--- src/rtl/calc_pkg.sv ---
// calc_pkg: shared constants and types for the keypad digit-entry block.
//   BCD_W        - width of one BCD digit slot
//   DIGIT_MAX    - largest keypad code that is a decimal digit
//   conv_state_e - state encoding of the serial BCD-to-binary converter
package calc_pkg;

  localparam int BCD_W     = 4;
  localparam int DIGIT_MAX = 9;

  typedef enum logic [1:0] {
    IDLE = 2'd0,
    CONV = 2'd1,
    DONE = 2'd2
  } conv_state_e;

endpackage

--- src/rtl/bcd_to_bin_serial.sv ---
// bcd_to_bin_serial: serial BCD-to-binary converter, one digit per clock.
//   clk      - clock, rising edge
//   reset    - asynchronous, active-low
//   start_i  - (re)start a conversion from the top slot with acc = 0
//   abort_i  - drop any running conversion, return to IDLE
//   digits_i - BCD digit slots, slot 0 least significant
//   busy_o   - conversion in progress (CONV state)
//   done_o   - high in the cycle whose clock edge loads value_o
//   value_o  - last completed binary result
module bcd_to_bin_serial
  import calc_pkg::*;
#(
  parameter int DIGITS  = 4,
  parameter int VALUE_W = 14
) (
  input  logic                      clk,
  input  logic                      reset,
  input  logic                      start_i,
  input  logic                      abort_i,
  input  logic [BCD_W*DIGITS-1:0]   digits_i,
  output logic                      busy_o,
  output logic                      done_o,
  output logic [VALUE_W-1:0]        value_o
);

  localparam int IDX_W = $clog2(DIGITS);

  conv_state_e          state_q, state_d;
  logic [IDX_W-1:0]     idx_q, idx_d;
  logic [VALUE_W-1:0]   acc_q, acc_d;
  logic [VALUE_W-1:0]   value_q, value_d;

  logic [BCD_W-1:0]     slot;
  logic [VALUE_W+3:0]   acc_x10;
  logic [VALUE_W-1:0]   acc_nxt;

  assign slot = digits_i[idx_q*BCD_W +: BCD_W];

  // x10 as x8 + x2 with 4 bits of headroom, then truncated
  assign acc_x10 = ({4'b0, acc_q} << 3) + ({4'b0, acc_q} << 1);
  assign acc_nxt = acc_x10[VALUE_W-1:0] + VALUE_W'(slot);

  always_comb begin
    state_d = state_q;
    idx_d   = idx_q;
    acc_d   = acc_q;
    value_d = value_q;
    done_o  = 1'b0;
    if (abort_i) begin
      state_d = IDLE;
    end else if (start_i) begin
      // a start in any state, including mid-CONV, restarts from the top slot
      state_d = CONV;
      idx_d   = IDX_W'(DIGITS - 1);
      acc_d   = '0;
    end else begin
      unique case (state_q)
        CONV: begin
          acc_d = acc_nxt;
          if (idx_q == '0) begin
            state_d = DONE;
            value_d = acc_nxt;
            done_o  = 1'b1;
          end else begin
            idx_d = idx_q - IDX_W'(1);
          end
        end
        DONE:    state_d = IDLE;
        default: state_d = IDLE;
      endcase
    end
  end

  always_ff @(posedge clk or negedge reset) begin
    if (!reset) begin
      state_q <= IDLE;
      idx_q   <= '0;
      acc_q   <= '0;
      value_q <= '0;
    end else begin
      state_q <= state_d;
      idx_q   <= idx_d;
      acc_q   <= acc_d;
      value_q <= value_d;
    end
  end

  assign busy_o  = (state_q == CONV);
  assign value_o = value_q;

endmodule

--- src/rtl/digit_entry_buffer.sv ---
// digit_entry_buffer: keypad digit-entry buffer with serial binary conversion.
//   clk        - clock, rising edge
//   reset      - asynchronous, active-low
//   num        - keypad code (0..9 digits, 10..15 non-digits)
//   numPressed - key-held level
//   backspace  - delete-key level
//   erase      - clear-key level
//   digits     - BCD buffer, slot 0 (bits 3:0) rightmost
//   count      - significant digits entered
//   full       - count == DIGITS
//   reject     - one-cycle pulse on an ignored keystroke
//   busy       - conversion running
//   valid      - value matches digits
//   value      - binary equivalent of digits
module digit_entry_buffer
  import calc_pkg::*;
#(
  parameter int DIGITS  = 4,
  parameter int VALUE_W = 14
) (
  input  logic                         clk,
  input  logic                         reset,
  input  logic [3:0]                   num,
  input  logic                         numPressed,
  input  logic                         backspace,
  input  logic                         erase,
  output logic [BCD_W*DIGITS-1:0]      digits,
  output logic [$clog2(DIGITS+1)-1:0]  count,
  output logic                         full,
  output logic                         reject,
  output logic                         busy,
  output logic                         valid,
  output logic [VALUE_W-1:0]           value
);

  localparam int CNT_W = $clog2(DIGITS+1);

  logic np_q, bs_q, er_q;
  // Low for the first clock after reset so keys held across release
  // are only registered, never treated as edges.
  logic armed_q;

  logic [DIGITS-1:0][BCD_W-1:0] digits_q, digits_d;
  logic [CNT_W-1:0]             count_q, count_d;
  logic                         reject_q, reject_d;
  logic                         valid_q, valid_d;
  logic                         start_q;
  logic                         change;
  logic                         np_edge, bs_edge, er_edge;
  logic                         full_w;
  logic                         conv_done;

  assign np_edge = numPressed & ~np_q & armed_q;
  assign bs_edge = backspace  & ~bs_q & armed_q;
  assign er_edge = erase      & ~er_q & armed_q;
  assign full_w  = (count_q == CNT_W'(DIGITS));

  // erase > backspace > digit; losers in the same cycle vanish silently
  always_comb begin
    digits_d = digits_q;
    count_d  = count_q;
    reject_d = 1'b0;
    change   = 1'b0;
    if (er_edge) begin
      digits_d = '0;
      count_d  = '0;
      change   = 1'b1;
    end else if (bs_edge) begin
      if (count_q == '0) begin
        reject_d = 1'b1;
      end else begin
        digits_d = {BCD_W'(0), digits_q[DIGITS-1:1]};
        count_d  = count_q - CNT_W'(1);
        change   = 1'b1;
      end
    end else if (np_edge) begin
      if (num > 4'(DIGIT_MAX) || full_w) begin
        reject_d = 1'b1;
      end else if (!(num == 4'd0 && count_q == '0)) begin
        digits_d = {digits_q[DIGITS-2:0], num};
        count_d  = count_q + CNT_W'(1);
        change   = 1'b1;
      end
    end
  end

  // A buffer change in the same cycle as a finishing conversion wins:
  // the result just loaded belongs to the old contents.
  always_comb begin
    valid_d = valid_q;
    if (change)         valid_d = 1'b0;
    else if (conv_done) valid_d = 1'b1;
  end

  always_ff @(posedge clk or negedge reset) begin
    if (!reset) begin
      np_q     <= 1'b0;
      bs_q     <= 1'b0;
      er_q     <= 1'b0;
      armed_q  <= 1'b0;
      digits_q <= '0;
      count_q  <= '0;
      reject_q <= 1'b0;
      valid_q  <= 1'b1;
      start_q  <= 1'b0;
    end else begin
      np_q     <= numPressed;
      bs_q     <= backspace;
      er_q     <= erase;
      armed_q  <= 1'b1;
      digits_q <= digits_d;
      count_q  <= count_d;
      reject_q <= reject_d;
      valid_q  <= valid_d;
      start_q  <= change;
    end
  end

  bcd_to_bin_serial #(
    .DIGITS  (DIGITS),
    .VALUE_W (VALUE_W)
  ) u_conv (
    .clk      (clk),
    .reset    (reset),
    .start_i  (start_q),
    .abort_i  (er_edge),
    .digits_i (digits_q),
    .busy_o   (busy),
    .done_o   (conv_done),
    .value_o  (value)
  );

  assign digits = digits_q;
  assign count  = count_q;
  assign full   = full_w;
  assign reject = reject_q;
  assign valid  = valid_q;

endmodule

--- config.mk ---
export PLATFORM = sky130hd
export DESIGN_NAME = digit_entry_buffer
export DESIGN_NICKNAME = d
export VERILOG_FILES = /design/src/rtl/calc_pkg.sv /design/src/rtl/bcd_to_bin_serial.sv /design/src/rtl/digit_entry_buffer.sv
export SDC_FILE = /design/constraint.sdc
export NUM_CORES = 1
export LEC_CHECK = 0
export ABC_AREA = 1
export CORE_MARGIN = 2
export CORE_UTILIZATION = 50
export CTS_CLUSTER_DIAMETER = 80
export DETAILED_ROUTE_END_ITERATION = 10
export DONT_BUFFER_PORTS = 1
export GPL_TIMING_DRIVEN = 0
export PLACE_DENSITY = 0.67
export SLEW_MARGIN = 20
export SYNTH_ARGS = -nofsm -noshare
export SYNTH_HDL_FRONTEND = slang
export SYNTH_SLANG_ARGS = --single-unit
--- constraint.sdc ---
create_clock -name clk -period 4.5 [get_ports clk]
set_input_delay 0.45 -clock clk [delete_from_list [all_inputs] [get_ports clk]]
set_output_delay 0.45 -clock clk [all_outputs]
set_load 0.1 [all_outputs]
=== Word level (Yosys, flattened, before mapping) ===
Index checks and enable logic that the tools add are counted.
W data, S select, Z words.

* Bits in registers: 57
* Input bits: 9
* Output and inout bits: 37
* Logic and storage cells: 91

* Add/subtract/negate cells: 5
* Magnitude comparators: 1
* Eq/ne operators: 7
* Shift-type cells: 1
* Multiplexer cells: 38
* Bitwise logic cells: 11
* Reduce and logical (&&, ||, !) cells: 12

{| class="wikitable"
|+ Operator list
! cell !! count
|-
| $mux W16 || 6
|-
| $mux W13 || 2
|-
| $mux W3 || 6
|-
| $mux W1 || 17
|-
| $shiftx A16 B5 Y4 || 1
|-
| $add A14 B14 Y14 || 1
|-
| $add A14 B4 Y14 || 1
|-
| $mux W2 || 7
|-
| $ne A3 B3 Y1 const B || 3
|-
| $reduce_and A4 Y1 || 2
|-
| $and A1 B1 Y1 || 6
|-
| $not A1 Y1 || 5
|-
| $gt A4 B4 Y1 const B || 1
|-
| $logic_not A4 Y1 || 1
|-
| $ne A4 B1 Y1 const B || 1
|-
| $reduce_bool A2 Y1 || 2
|-
| $add A3 B1 Y3 const B || 1
|-
| $eq A3 B3 Y1 const B || 1
|-
| $logic_not A3 Y1 || 1
|-
| $reduce_and A3 Y1 || 1
|-
| $reduce_bool A3 Y1 || 1
|-
| $sub A3 B1 Y3 const B || 1
|-
| $eq A2 B1 Y1 const B || 1
|-
| $logic_not A2 Y1 || 1
|-
| 5 further kinds || 5
|}

=== Logic depth before layout (Yosys ltp) ===
* Depth after elaboration: 8
* Mapped depth: 16
* Gate-level depth less buffers: 16

=== By module ===
From an unflattened synthesis, not the netlist that was laid out.

* Cells, all modules: 451
* Area total of the unflattened synthesis: 3557.2 um^2

{| class="wikitable"
|+ By module, submodules not included
! module !! times used !! cells an instance !! area each (um^2) !! sequential area each (um^2)
|-
| bcd_to_bin_serial || 1 || 281 || 2185.8 || 775.7
|-
| digit_entry_buffer || 1 || 170 || 1371.3 || 651.9
|}

=== Least setup slack after synthesis ===
OpenSTA, ideal clock, no wires.

* Kind: flip-flop to flip-flop
* Start: register digits_q, in the netlist digits[6]
* End: register u_conv.value_q[8], in the netlist u_conv.value_o[8]
* Library setup time: 120 ps
* Data arrival time: 2915 ps
* Required time: 4380 ps
* Setup slack: 1465 ps
* Cell stages (with the launch flop): 17
* Buffers on the path: 0
* Period minus slack after synthesis: 3035 ps
* Cell sequence: dfrtp_1 inv_1 o21ai_0 a21oi_1 a21oi_1 ha_1 ha_1 inv_1 fa_1 inv_1 nand3_1 nand3_1 nand2_1 nand2_1 or2_2 nand3_1 nand2_1

* Longest elaborated chain between the ends: 2

{| class="wikitable"
|+ RTL lines
! element !! RTL line !! text
|-
| from (decl) || digit_entry_buffer.sv:43 || <nowiki>logic [DIGITS-1:0][BCD_W-1:0] digits_q, digits_d;</nowiki>
|-
| from (signal assigned) || digit_entry_buffer.sv:111 || <nowiki>digits_q <= digits_d;</nowiki>
|-
| $shiftx A16 B5 Y4 || bcd_to_bin_serial.sv:37 || <nowiki>assign slot = digits_i[idx_q*BCD_W +: BCD_W];</nowiki>
|-
| $add A14 B4 Y14 || bcd_to_bin_serial.sv:41 || <nowiki>assign acc_nxt = acc_x10[VALUE_W-1:0] + VALUE_W'(slot);</nowiki>
|-
| to (signal assigned) || bcd_to_bin_serial.sv:84 || <nowiki>value_q <= value_d;</nowiki>
|-
| to (decl) || bcd_to_bin_serial.sv:31 || <nowiki>logic [VALUE_W-1:0] value_q, value_d;</nowiki>
|}

Every way passes these cells.
A chain may end at the register's enable or synchronous reset.

=== Worst setup path in the final report ===
Same ends and word-level chain as after synthesis.

==> impl_metrics.env <==
export IMPL_antenna_cells=0
export IMPL_place_gp_congestion=0.890
export IMPL_yosys_warnings=0
export IMPL_syn_num_nets=474
export IMPL_num_vias=2845
export IMPL_grt_setup_unrepaired="false"
export IMPL_min_delay_path_depth=0
export IMPL_clk_latency_ns=0.34
export IMPL_htree_num_levels=3
export IMPL_hp_class="in -> reg"
export IMPL_crit_path_start_kind="flop"
export IMPL_drc=0
export IMPL_drive_gt1_frac=0.127
export IMPL_hold_viol=0
export IMPL_drt_first_pass_iters=4
export IMPL_dieArea_um2=7610
export IMPL_start_util=0.513
export IMPL_dp_hpwl_um=5870
export IMPL_die_h_um=87.2
export IMPL_ioPinCount=46
export IMPL_regArea_um2=1430
export IMPL_antenna_found_initial=0
export IMPL_syn_area_um2=3460
export IMPL_worstHoldStart="backspace"
export IMPL_yosysSeqAreaShare=0.412
export IMPL_clk_pin_slew_worst_paths_ns=0.07
export IMPL_use_met2=0.384
export IMPL_cts_tree="built"
export IMPL_cp_required_ns=4.72
export IMPL_grt_ovfl_total=0
export IMPL_use_met1=0.276
export IMPL_final_common_cell="nand2_1"
export IMPL_worst_slew_pin_slew_ns=1.09
export IMPL_viasPerCell=5.30
export IMPL_cts_sinks=57
export IMPL_cp_arrival_ns=3.69
export IMPL_relSlewSlack=0.270
export IMPL_synth_ff_type="dfrtp_1"
export IMPL_path_class="reg -> reg"
export IMPL_path_max_fanout=4
export IMPL_synth_area_top_cells="dfrtp_1, nand2_1, ha_1"
export IMPL_multiInputGateArea_um2=1740
export IMPL_synth_area_per_cell_um2=7.89
export IMPL_pre_cts_ws_ns=1.07
export IMPL_numPortBuffers=0
export IMPL_clockBufferDepth=2
export IMPL_root_buffer="clkbuf_8"
export IMPL_wl_per_cell_um=14.7
export IMPL_gr_usage_met3=0.0654
export IMPL_clock_skew_ns=0.0125
export IMPL_synthCells=439
export IMPL_drt_wl_total_um=7920
export IMPL_fmax_mhz=288
export IMPL_layout_setup_ws_ns=1.03
export IMPL_status="finished, final reports clean"
export IMPL_core_um2=6760
export IMPL_crit_path_start="digits[6]$_DFFE_PN0P_"
export IMPL_min_period_ns=3.47
export IMPL_synth_enable_flop_cells=0
export IMPL_grt_pass1_vias=2797
export IMPL_synth_async_reset_ratio=1.00
export IMPL_finalSetupViolations=0
export IMPL_drt_iter0_drc=106
export IMPL_synth_top_cell_area_share=0.404
export IMPL_synth_distinct_cells=33
export IMPL_fill_cells=623
export IMPL_area_growth_pct=9.68
export IMPL_ys_ff_latch=57
export IMPL_cts_buffers=9
export IMPL_r2r_setup_slack_ns=1.03
export IMPL_die_w_um=87.2
export IMPL_ant_nets=0
export IMPL_post_route_period_util=0.771
export IMPL_grt_max_degree=58
export IMPL_grtUsageTotal=0.229
export IMPL_max_cap_violations=0
export IMPL_num_rows=30
export IMPL_postCtsSetupRepairBufs=0
export IMPL_maxSlewViolCount=0
export IMPL_timing_rr_start="digits[6]$_DFFE_PN0P_"
export IMPL_final_cell_mix="nand2_1, inv_1, dfrtp_1"
export IMPL_cp_end_kind="flop"
export IMPL_reg2reg_depth=16
export IMPL_synth_top_area_cell="dfrtp_1"
export IMPL_fin_tns_setup_ns=0
export IMPL_grt_busiest_layer="met2"
export IMPL_grt_pass1_wl_um=13200
export IMPL_layout_nets=487
==> state kept, by name, summed over array words and instances, names as in the netlist <==
name / cells
reject: 1
er_q: 1
u_conv.value_o: 14
bs_q: 1
np_q: 1
u_conv.idx_q: 2
u_conv.state_q: 2
valid: 1
start_q: 1
armed_q: 1
count: 3
digits: 16
u_conv.acc_q: 13
==> cell type report <==
cell class / instances / area share
clock inverters: 7 / 0.0188
clock buffers: 9 / 0.0326
well taps: 80 / 0.0263
plain buffers: 7 / 0.0151
repair buffers: 2 / 0.00988
flip-flops and latches: 57 / 0.376
inverters: 64 / 0.0645
multi-input cells: 311 / 0.457
==> kinds of logic (layout without fill, tap and decap cells) <==
logic type,Yosys count,count (layout),share of synthesized area
other,1,1,0.00108
AO/OA/AOI/OAI,69,69,0.123
XOR/XNOR,2,2,0.00506
buffers and inverters,71,89,0.0874
flip-flops,57,57,0.412
AND/OR/NAND/NOR,213,213,0.271
adder cells (fa/ha/maj),26,26,0.100
==> metal layers <==
layer / wire (um) / up-vias
met5: 0 / -
met4: 123 / 0
met3: 371 / 12
met2: 4020 / 62
met1: 3400 / 1333
li1: - / 1438
==> Yosys cell counts, types with 2 or more instances <==
library cell / count
nand2_1: 141
inv_1: 61
dfrtp_1: 56
nand3_1: 31
o21ai_0: 24
ha_1: 23
nor2_1: 20
o21ai_2: 18
a21oi_1: 16
o22ai_1: 8
buf_6: 4
nand4_1: 4
or2_2: 4
fa_1: 3
nor2_4: 3
clkbuf_1: 2
inv_4: 2
nand3b_1: 2
nor2_2: 2
xnor2_1: 2
==> repair_timing <==
action,CTS,global route
hold endpoints to repair,57,0
gates resized for setup,0,0
hold buffers,2,0
==> final timing paths <==
kind,to
setup / recovery,u_conv.value_o[8]$_DFFE_PN0P_
setup reg to reg,u_conv.value_o[8]$_DFFE_PN0P_
min in group asynchronous,u_conv.value_o[9]$_DFFE_PN0P_
hold / removal,bs_q$_DFF_PN0_
max in group asynchronous,valid$_DFFE_PN1P_
hold reg to reg,u_conv.acc_q[11]$_DFFE_PN0P_
==> through the flow <==
stage          hold slack (ns)  utilization  std cells  instance area [um^2]
5_1_grt                  0.109        0.562        537                  3800
2_1_floorplan            0.154            -        439                  3460
4_1_cts                  0.112        0.562        537                  3800
3_5_place_dp             0.155        0.528        519                  3570
6_report                 0.132        0.562        537                  3800
3_3_place_gp             0.155        0.528        519                  3560
==> worst max-delay path, cell delays in order, from the launching register on <==
cell	delay, ns
dfrtp_1	0.93
inv_1	0.22
o21ai_0	0.21
a21oi_1	0.06
a21oi_1	0.25
ha_1	0.28
ha_1	0.24
inv_1	0.08
fa_1	0.21
inv_1	0.07
nand3_1	0.06
nand3_1	0.15
nand2_1	0.10
nand2_1	0.07
or2_2	0.29
nand3_1	0.07
nand2_1	0.05
Power is left out: the tool's default activity adds up to more than one toggle a clock period on the data nets, which glitch-free logic cannot reach.
